==> src/rtl/energy_monitor_pkg.sv <==
// Shared types and constants for the energy monitor pipeline.
// Holds the spin vector assembler FSM encoding and perf counter width.
package energy_monitor_pkg;

    typedef enum logic {
        ASM_FILL  = 1'b0,
        ASM_VALID = 1'b1
    } asm_state_e;

    localparam int PERF_CNT_WIDTH = 32;

endpackage

==> src/rtl/spin_asm_word_counter.sv <==
// Mod-NUM_WORDS word index counter for the streaming stages.
// clr_i has priority over inc_i; last_o flags the final index.
module spin_asm_word_counter #(
    parameter int NUM_WORDS = 8,
    parameter int CNTWIDTH  = (NUM_WORDS > 1) ? $clog2(NUM_WORDS) : 1
) (
    input  logic                clk_i,
    input  logic                rst_i,
    input  logic                clr_i,
    input  logic                inc_i,
    output logic [CNTWIDTH-1:0] idx_o,
    output logic                last_o
);

    localparam logic [CNTWIDTH-1:0] LAST_IDX = CNTWIDTH'(NUM_WORDS - 1);

    assign last_o = (idx_o == LAST_IDX);

    always_ff @(posedge clk_i) begin
        if (rst_i || clr_i) begin
            idx_o <= '0;
        end else if (inc_i) begin
            if (last_o) begin
                idx_o <= '0;
            end else begin
                idx_o <= idx_o + 1'b1;
            end
        end
    end

endmodule

==> src/rtl/spin_vector_assembler.sv <==
// Assembles narrow stream words into one DATAWIDTH-bit spin vector.
// Define SPIN_ASM_PERF_EN to add delivered-vector and stall counters.
module spin_vector_assembler
    import energy_monitor_pkg::*;
#(
    parameter int DATAWIDTH = 256,
    parameter int WORDWIDTH = 32
) (
    input  logic                 clk_i,
    input  logic                 rst_i,
    input  logic                 en_i,
    input  logic                 flush_i,
    input  logic                 word_valid_i,
    output logic                 word_ready_o,
    input  logic [WORDWIDTH-1:0] word_i,
    output logic                 vec_valid_o,
    input  logic                 vec_ready_i,
    output logic [DATAWIDTH-1:0] vec_o
`ifdef SPIN_ASM_PERF_EN
    ,
    output logic [PERF_CNT_WIDTH-1:0] vec_count_o,
    output logic [PERF_CNT_WIDTH-1:0] stall_count_o
`endif
);

    localparam int NUM_WORDS = DATAWIDTH / WORDWIDTH;
    localparam int CNTWIDTH  = (NUM_WORDS > 1) ? $clog2(NUM_WORDS) : 1;

    if (DATAWIDTH % WORDWIDTH != 0) begin : g_bad_ratio
        $error("DATAWIDTH must be a multiple of WORDWIDTH");
    end
    if (NUM_WORDS < 1) begin : g_bad_words
        $error("NUM_WORDS must be at least 1");
    end

    asm_state_e          state_q;
    asm_state_e          state_d;
    logic [CNTWIDTH-1:0] idx;
    logic                idx_last;
    logic                word_hs;
    logic                vec_hs;

    assign word_ready_o = en_i & ~flush_i & ~rst_i & (state_q == ASM_FILL);
    assign word_hs      = word_valid_i & word_ready_o;
    assign vec_valid_o  = (state_q == ASM_VALID);
    // A flush in the same cycle cancels the downstream transfer.
    assign vec_hs       = vec_valid_o & vec_ready_i & en_i & ~flush_i & ~rst_i;

    spin_asm_word_counter #(
        .NUM_WORDS (NUM_WORDS),
        .CNTWIDTH  (CNTWIDTH)
    ) u_word_counter (
        .clk_i  (clk_i),
        .rst_i  (rst_i),
        .clr_i  (flush_i),
        .inc_i  (word_hs),
        .idx_o  (idx),
        .last_o (idx_last)
    );

    always_ff @(posedge clk_i) begin
        if (rst_i) begin
            state_q <= ASM_FILL;
        end else begin
            state_q <= state_d;
        end
    end

    always_comb begin
        state_d = state_q;
        if (flush_i) begin
            state_d = ASM_FILL;
        end else begin
            unique case (state_q)
                ASM_FILL: begin
                    if (word_hs && idx_last) begin
                        state_d = ASM_VALID;
                    end
                end
                ASM_VALID: begin
                    if (vec_hs) begin
                        state_d = ASM_FILL;
                    end
                end
                default: state_d = ASM_FILL;
            endcase
        end
    end

    always_ff @(posedge clk_i) begin
        if (rst_i) begin
            vec_o <= '0;
        end else if (word_hs) begin
            for (int k = 0; k < NUM_WORDS; k++) begin
                if (idx == CNTWIDTH'(k)) begin
                    vec_o[k*WORDWIDTH +: WORDWIDTH] <= word_i;
                end
            end
        end
    end

`ifdef SPIN_ASM_PERF_EN
    always_ff @(posedge clk_i) begin
        if (rst_i) begin
            vec_count_o   <= '0;
            stall_count_o <= '0;
        end else begin
            if (vec_hs) begin
                vec_count_o <= vec_count_o + 1'b1;
            end
            if (vec_valid_o && !vec_ready_i && en_i) begin
                stall_count_o <= stall_count_o + 1'b1;
            end
        end
    end
`endif

endmodule

==> config.mk <==
export PLATFORM = sky130hd
export DESIGN_NAME = spin_vector_assembler
export DESIGN_NICKNAME = d
export VERILOG_FILES = /design/src/rtl/energy_monitor_pkg.sv /design/src/rtl/spin_asm_word_counter.sv /design/src/rtl/spin_vector_assembler.sv
export SDC_FILE = /design/constraint.sdc
export NUM_CORES = 1
export LEC_CHECK = 0
export CORE_MARGIN = 10
export CORE_UTILIZATION = 43
export DETAILED_ROUTE_END_ITERATION = 6
export PLACE_DENSITY = 0.72
export SYNTH_ARGS = -nofsm -noshare
export SYNTH_HDL_FRONTEND = slang
export SYNTH_HIERARCHICAL = 1
export SYNTH_SLANG_ARGS = --single-unit
export TNS_END_PERCENT = 5
==> constraint.sdc <==
create_clock -name clk_i -period 1.9 [get_ports clk_i]
set_clock_uncertainty 0.15 [all_clocks]
set_input_delay 0.475 -clock clk_i [delete_from_list [all_inputs] [get_ports clk_i]]
set_output_delay 0.475 -clock clk_i [all_outputs]
set_load 0.01 [all_outputs]
## Word level (Yosys, flattened, before mapping)

Index checks and enable logic that the tools add are counted.

- Flip-flop bits (word level): 260
- Bits in latches: 0
- RAM bits: 0
- Bits in read-only memories: 0
- Logic and storage cells: 45
- Memories kept: 0

- Add/subtract/negate cells: 1
- $mul: 0
- Divide/modulo/power cells: 0
- Magnitude comparators: 0
- Equal/unequal tests: 7
- Shift-type cells: 0
- Multiplexer cells: 4
- Bitwise gates (word level): 11
- Reductions and logical operators: 12

Operator list:

| cell | number |
|---|---|
| 2-bit AND reduction | 8 |
| 3-bit equality test (second input constant) | 4 |
| 1-bit AND | 8 |
| 3-bit by 2-bit equality test with 1-bit output (second input constant) | 2 |
| 3-bit by 1-bit adder with 3-bit output (second input constant) | 1 |
| 3-bit by 1-bit equality test with 1-bit output (second input constant) | 1 |
| 3-bit logical NOT | 1 |
| 3-bit two-way mux | 1 |
| 1-bit NOT | 3 |
| 1-bit two-way mux | 2 |
| 1-bit case mux with 2 select lines | 1 |
| 2-bit OR reduction | 1 |
| 1-bit logical AND | 1 |
| 1-bit logical OR | 1 |

## Logic depth before layout (Yosys ltp)

Gate-level depths: netlist of the first run.

- Depth after elaboration: 8
- Depth in mapped cells: 6
- Depth with buffers taken out: 4

## Cells and area by module

The synthesis of the first run kept the hierarchy.

Modules (own cells, without submodules):

| module | times used | cells each | area an instance (µm²) |
|---|---|---|---|
| spin_vector_assembler | 1 | 1215 | 10083.4 |
| spin_asm_word_counter | 1 | 12 | 142.6 |

## Worst setup path after synthesis of the first run

OpenSTA, ideal clock, no wires.

- Path type: input to register
- From: input port rst_i
- To: register u_word_counter.idx_o[0]
- Setup time: 0.079 ns
- Arrival: 2.004 ns
- Required time: 1.671 ns
- Path slack: -0.333 ns
- Stages on the path: 5
- Buffers on the path: 1
- Cell sequence: buf_6 -> nor4b_1 -> and2_1 -> or3b_1 -> a211oi_2

- Word-level cells in the longest chain between the ends: 4

Ends and longest elaborated chain:

| element | RTL line | source |
|---|---|---|
| start, declared | spin_vector_assembler.sv:10 | `input logic rst_i,` |
| 1-bit NOT | spin_vector_assembler.sv:43 | `assign word_ready_o = en_i & ~flush_i & ~rst_i & (state_q == ASM_FILL);` |
| 1-bit AND (2 in series) | spin_vector_assembler.sv:43 |  |
| via word_ready_o | spin_vector_assembler.sv:14 | `output logic word_ready_o,` |
| 1-bit AND | spin_vector_assembler.sv:44 | `assign word_hs = word_valid_i & word_ready_o;` |
| via word_hs | spin_vector_assembler.sv:40 | `logic word_hs;` |
| end signal, assigned | spin_asm_word_counter.sv:26 | `idx_o <= idx_o + 1'b1;` |
| end, declared | spin_asm_word_counter.sv:11 | `output logic [CNTWIDTH-1:0] idx_o,` |

The timed path passes the listed nets, and every way through them passes these cells.
A chain may end at the register's enable or synchronous reset.

## Worst setup path in the final report of the first run

- From: register state_q, in the netlist vec_valid_o
- To: output port word_ready_o

- Word-level cells in the longest chain between the ends: 2

Ends and longest elaborated chain:

| element | RTL line | source |
|---|---|---|
| start, declared | spin_vector_assembler.sv:36 | `asm_state_e state_q;` |
| start signal, assigned | spin_vector_assembler.sv:65 | `state_q <= state_d;` |
| 1-bit NOT | - |  |
| 1-bit AND | spin_vector_assembler.sv:43 |  |
| end, declared | spin_vector_assembler.sv:14 |  |

Every way passes these cells.

==> results of run 1 <==
-- metrics by stage --
step	utilization, %	cell area, µm²	worst slack [ns]
4_1_cts	60.9	14300	-0.173
2_1_floorplan	-	10200	0.00319
6_report	61.2	14300	-0.0385
5_1_grt	61.2	14300	-0.107
3_3_place_gp	58.5	13700	-0.483
3_5_place_dp	58.5	13700	-0.496
-- logic make-up (layout without fill, tap and decap cells) --
kind of cell | after synthesis | count (layout) | synth area share, %
adders and majority gates | 2 | 2 | 0.245
AOI/OAI and AO/OA | 514 | 514 | 25.3
and+or+nand+nor | 276 | 276 | 14.3
buffers and inverters | 173 | 425 | 9.12
muxes | 2 | 2 | 0.196
DFF | 260 | 260 | 50.9
-- layer usage --
metal  wire, µm  vias to the layer above
met3       3900                       79
li1           -                     4845
met1      15400                     4958
met5          0                        -
met4       1300                        0
met2      18000                      456
-- registers in the layout, indices dropped and copies added (netlist names) --
| name | count |
|---|---|
| u_word_counter/idx_o | 3 |
| vec_o | 256 |
| vec_valid_o | 1 |
-- critical path, stage by stage, from the launching register on --
cell	delay, ns
dfxtp_4	0.36
nor4b_4	0.26
buf_2	0.18
-- path summary, 6_finish.rpt --
kind,endpoint,from
max reg2reg,vec_o[209]$_SDFFE_PP0P_,vec_valid_o$_SDFF_PP0_
max,word_ready_o,vec_valid_o$_SDFF_PP0_
min reg2reg,vec_o[251]$_SDFFE_PP0P_,vec_o[251]$_SDFFE_PP0P_
min,vec_valid_o$_SDFF_PP0_,flush_i
-- power groups by stage --
stage	Combinational, mW	Sequential, mW	Clock, mW
4_1_cts	0.590	5.47	5.26
2_1_floorplan	0.313	5.60	0
5_1_grt	0.627	5.47	5.47
6_report	0.598	5.47	5.18
3_3_place_gp	0.597	5.59	0
3_5_place_dp	0.596	5.59	0
-- cells in the final DEF (no fill, tap or decap), drive strengths merged, types with 2 or more instances in the layout --
cell and n:
mux2i 2, nand3 256, a21oi 256, dlymetal6s2s 2, clkdlybuf4s50 34, clkbuf 40, bufinv 2, dfxtp 260
o21ai 256, nor3 3, clkinv 3, or4b 2, buf 87, dlygate4sd2 255, nand4bb 2, nor4b 3
ha 2
-- repair_timing --
item,in CTS,in global routing
hold buffers,0,0
endpoints found under the setup margin,372,116
gates cloned,0,1
gates resized for setup,274,21
endpoints found under the hold margin,0,0
pin swaps,0,4
buffers inserted,1,0
-- final cells by class --
class	instances	area [µm²]
Fill cell	2167	9070
Sequential cell	260	5210
Multi-Input combinational cell	794	4230
Timing Repair Buffer	381	3640
Clock buffer	38	767
Tap cell	319	399
Clock inverter	6	83.8
==> flow_metrics.tcl, run 1 <==
set metrics [dict create \
    place.detailed.instances 1752 \
    io_buffer_count 295 \
    power.combinational.fraction_pct 5.3 \
    numClockSinks 260 \
    achievable-frequency_ghz 0.516 \
    global_route.usage.total_pct 23.8 \
    status "finished, violations left" \
    route.vias.total 10300 \
    clockPowerShare_pct 46.0 \
    synth_commonest_cells "260 x dfxtp_1, 256 x a21oi_1, 256 x nand3_1, 180 x o21ai_1, 76 x o21ai_0" \
    netlist_top_cells_area "dfxtp_1 51%, a21oi_1 13%, nand3_1 13%, o21ai_1 8.8%, o21ai_0 3.7%" \
    final_cell_count_no_fill 1798 \
    report.power.total_mw 11.2 \
    die_height_um 174 \
    synth.yosys.seq_area_share_pct 50.9 \
    viasPerCell 5.75 \
    die-area_mm2 0.0303 \
    synth_largest_type_area_fraction_pct 50.9 \
    post_synth.cell_area_avg_um2 8.33 \
    wirelength_um 38700 \
    sequential_power_share_pct 48.6 \
    finalSetupViolCount 1 \
    finalCritPeriodShare_pct 102 \
    ys_ff_latch 260 \
    report.final.slew_viol_count 0 \
    crit_arrival_ns 1.31 \
    grt_overflow_total 0 \
    cts_tree "yes" \
    dp_hpwl_um 25200 \
    rows 56 \
    synthMostInstantiatedCell "dfxtp_1" \
    rrSetupSlack_ns 0.05 \
    power_switching_mw 2.54 \
    drive_gt1_share_pct 10.0 \
    routed_wire_length_per_instance_um 21.5 \
    maximum_clock_path_buffer_count 3 \
    syn-num-nets 1267 \
    timing_hold_violations_final 0 \
    gr-usage-met3_pct 8.17 \
    synth_area_mm2 0.0102 \
    layout-area-overhead-vs-synth_pct 40.1 \
    path_max_fanout 2 \
    power_report.internal_total_mw 8.71 \
    first_iter_violations 1019 \
    power.density_mw_per_mm2 785 \
    critical_path_required_ns 1.27 \
    dr.pass1.iters 6 \
    post-route-min-period_ns 1.94 \
    insertedDiodeCount 0 \
    drt.antenna.violating_nets 0 \
    start_util_pct 43.7 \
    grt_pass1_vias 9910 \
    die_x_um 174 \
    proportion_of_register_bits_with_asynchronous_set_or_reset_after_synthesis_pct 0 \
    clock-root-buffer "clkbuf_16" \
    core_area_mm2 0.0234 \
    synthDominantAreaCellType "dfxtp_1" \
    drc_errors 0 \
    max-slew-margin-rel_pct 57.9 \
    largest_net_degree_at_the_start_of_global_routing 112 \
    synthCells 1227 \
    fin_setup_tns_ns -0.0385 \
    synth-edff-count 0 \
    gr-usage-met1_pct 29.2 \
    critical_path_class "reg2out" \
    clock_latency_ns 0.52 \
    global_route.peak_usage_layer "met2" \
    initial_antenna_violation_count 0 \
    synth-main-ff-cell "dfxtp_1" \
    holdPathStages 3 \
    cp-start-kind "flop" \
    io_pins 296 \
    timing.critical_path.to_type "output pin" \
    post-route-worst-setup-slack_ns -0.0385 \
    holdCritPathClass "in2reg" \
    hold_ws_ns 0.234 \
    p_sw_share_pct 22.6 \
    max_cap_viol_count 0 \
    clk_pin_slew_worst_paths_ns 0.06 \
    met2_usage_pct 38.1 \
    reg2reg_depth 5 \
    cts.htree.levels 1 \
    finish.net_count 1504 \
    place.gp.congestion 0.821 \
    ys.warnings.count 6 \
    tritoncts.num_buffers 27 \
    max_slew.worst_pin.slew_ns 0.631 \
    failed_checks "setup timing" \
    leakage_power_nw 5.93 \
    synth.lib_cells_used.distinct 27 \
    grt_pass1_wl_um 59100 \
    rsz0062_at_grt "yes" \
    power.ir.vdd_worst_v 0.000541 \
]
No activity file was read; power rests on OpenSTA's default activity.
==> run 2: changes to the inputs <==
TNS_END_PERCENT = 1   (was 5)
==> flow_metrics.tcl, run 2 (same netlist as run 1, synthesis figures left out) <==
set metrics [dict create \
    status "finished, violations left" \
    failed_checks "setup timing" \
    power.ir.vdd_worst_v 0.000544 \
    io_buffer_count 295 \
    viasPerCell 5.74 \
    insertedDiodeCount 0 \
    path_max_fanout 2 \
    largest_reg_flops 256 \
    initial_antenna_violation_count 0 \
    rrSetupSlack_ns 0.05 \
    report.final.slew_viol_count 0 \
    dr.pass1.iters 5 \
    tritoncts.num_buffers 27 \
    critical_path_class "reg2out" \
    global_route.usage.total_pct 23.8 \
    timing_hold_violations_final 0 \
    cts.htree.levels 1 \
    post-place-ws_ns -0.496 \
    die-area_mm2 0.0303 \
    critPathCapture "word_ready_o" \
    place.gp.congestion 0.821 \
    routed_wire_length_per_instance_um 21.3 \
    cell_area_after_placement_mm2 0.0137 \
    fin_area_mm2 0.0143 \
    grt_pass1_vias 9910 \
    finish.net_count 1503 \
    max_cap_viol_count 0 \
    numClockSinks 260 \
    die_x_um 174 \
    leakage_power_nw 5.91 \
    post-route-min-period_ns 1.94 \
    layout-area-overhead-vs-synth_pct 39.7 \
    maximum_clock_path_buffer_count 3 \
    grt_overflow_total 0 \
    drc_errors 0 \
    route.vias.total 10300 \
    first_iter_violations 1170 \
    holdCritPathClass "in2reg" \
    clock-root-buffer "clkbuf_16" \
    cp-start-kind "flop" \
    regToRegEndpoint "vec_o[208]$_SDFFE_PP0P_" \
    report.power.total_mw 11.2 \
    power.density_mw_per_mm2 787 \
    setup_crit_start "vec_valid_o$_SDFF_PP0_" \
    largest_net_degree_at_the_start_of_global_routing 112 \
    timing.critical_path.to_type "output pin" \
    max_slew.worst_pin.slew_ns 0.627 \
    crit_arrival_ns 1.31 \
    timing.rr.start "vec_valid_o$_SDFF_PP0_" \
    most_common_cell_after_layout_fill_and_taps_aside "dfxtp_1" \
    achievable-frequency_ghz 0.516 \
    top_register "vec_o" \
    finalSetupViolCount 1 \
    core_area_mm2 0.0234 \
    clock_latency_ns 0.52 \
    wirelength_um 38200 \
    max-slew-margin-rel_pct 58.2 \
    rows 56 \
    start_util_pct 43.7 \
    die_height_um 174 \
    drt.antenna.violating_nets 0 \
    mostFrequentLayoutCells "259 x dfxtp_1, 256 x nand3_1, 255 x dlygate4sd2_1" \
    post-route-worst-setup-slack_ns -0.0363 \
    dp_hpwl_um 25200 \
    rsz0062_at_grt "yes" \
    finalCritPeriodShare_pct 102 \
    clk_pin_slew_worst_paths_ns 0.06 \
    critical_path_required_ns 1.27 \
    io_pins 296 \
    drive_gt1_share_pct 9.68 \
    reg2reg_depth 5 \
    grt_pass1_wl_um 59100 \
    cts_tree "yes" \
]
[run 2: cell types whose count changed in the layout (fill, tap and decap cells not counted)]
cell,change
a21oi_1,+1
a21oi_2,-1
buf_12,+1
buf_16,-1
clkbuf_16,-1
o21ai_0,+1
o21ai_1,+2
o21ai_2,-3
[run 2: worst max-delay path: stages, from the launching register on]
cell and delay, ns:
dfxtp_4 0.36, nor4b_4 0.26, buf_2 0.18
[run 2: per-layer routing]
metal  share of wire (%)  track usage [%]
met1                  40             29.2
met2                  47             38.1
met5                   0                0
met3                  10             8.17
met4                 3.4             8.44
[run 2: cell type report]
type	instances	area, µm²
fill	2168	9120
clock inverter	6	83.8
tap	319	399
multi-input combinational	794	4210
timing repair buffer	380	3610
sequential	260	5210
clock buffer	38	767
[run 2: per-stage QoR]
stage	std cells	setup TNS, ns	hold WS, ns	utilization (%)
floorplan	1227	0	0.348	-
CTS	1797	-0.195	0.322	60.9
finish	1797	-0.0363	0.238	61.0
detailed placement	1752	-93.57	0.316	58.5
global route	1797	-0.230	0.234	61.0
global placement	1752	-88.09	0.309	58.5
[run 2: power by group]
group	internal, mW	switching (mW)	leakage [nW]
Sequential	5.46	0.00724	2.09
Combinational	0.191	0.403	3.39
Clock	3.05	2.12	0.420
[run 2: timing repair]
item,in CTS,in global routing
setup endpoints to repair,372,116
setup buffers,1,0
pin swaps,0,3
gates resized for setup,273,16
hold buffers,0,0
[run 2: worst min path at each step]
stage                            startpoint                 endpoint  slack [ns]  cells after the start
floorplan             vec_o[0]$_SDFFE_PP0P_    vec_o[0]$_SDFFE_PP0P_        0.35                      2
global placement    vec_o[163]$_SDFFE_PP0P_  vec_o[163]$_SDFFE_PP0P_        0.31                      2
detailed placement  vec_o[173]$_SDFFE_PP0P_  vec_o[173]$_SDFFE_PP0P_        0.32                      2
CTS                 vec_o[173]$_SDFFE_PP0P_  vec_o[173]$_SDFFE_PP0P_        0.32                      2
global route                        flush_i   vec_valid_o$_SDFF_PP0_        0.23                      3
finish                              flush_i   vec_valid_o$_SDFF_PP0_        0.24                      3
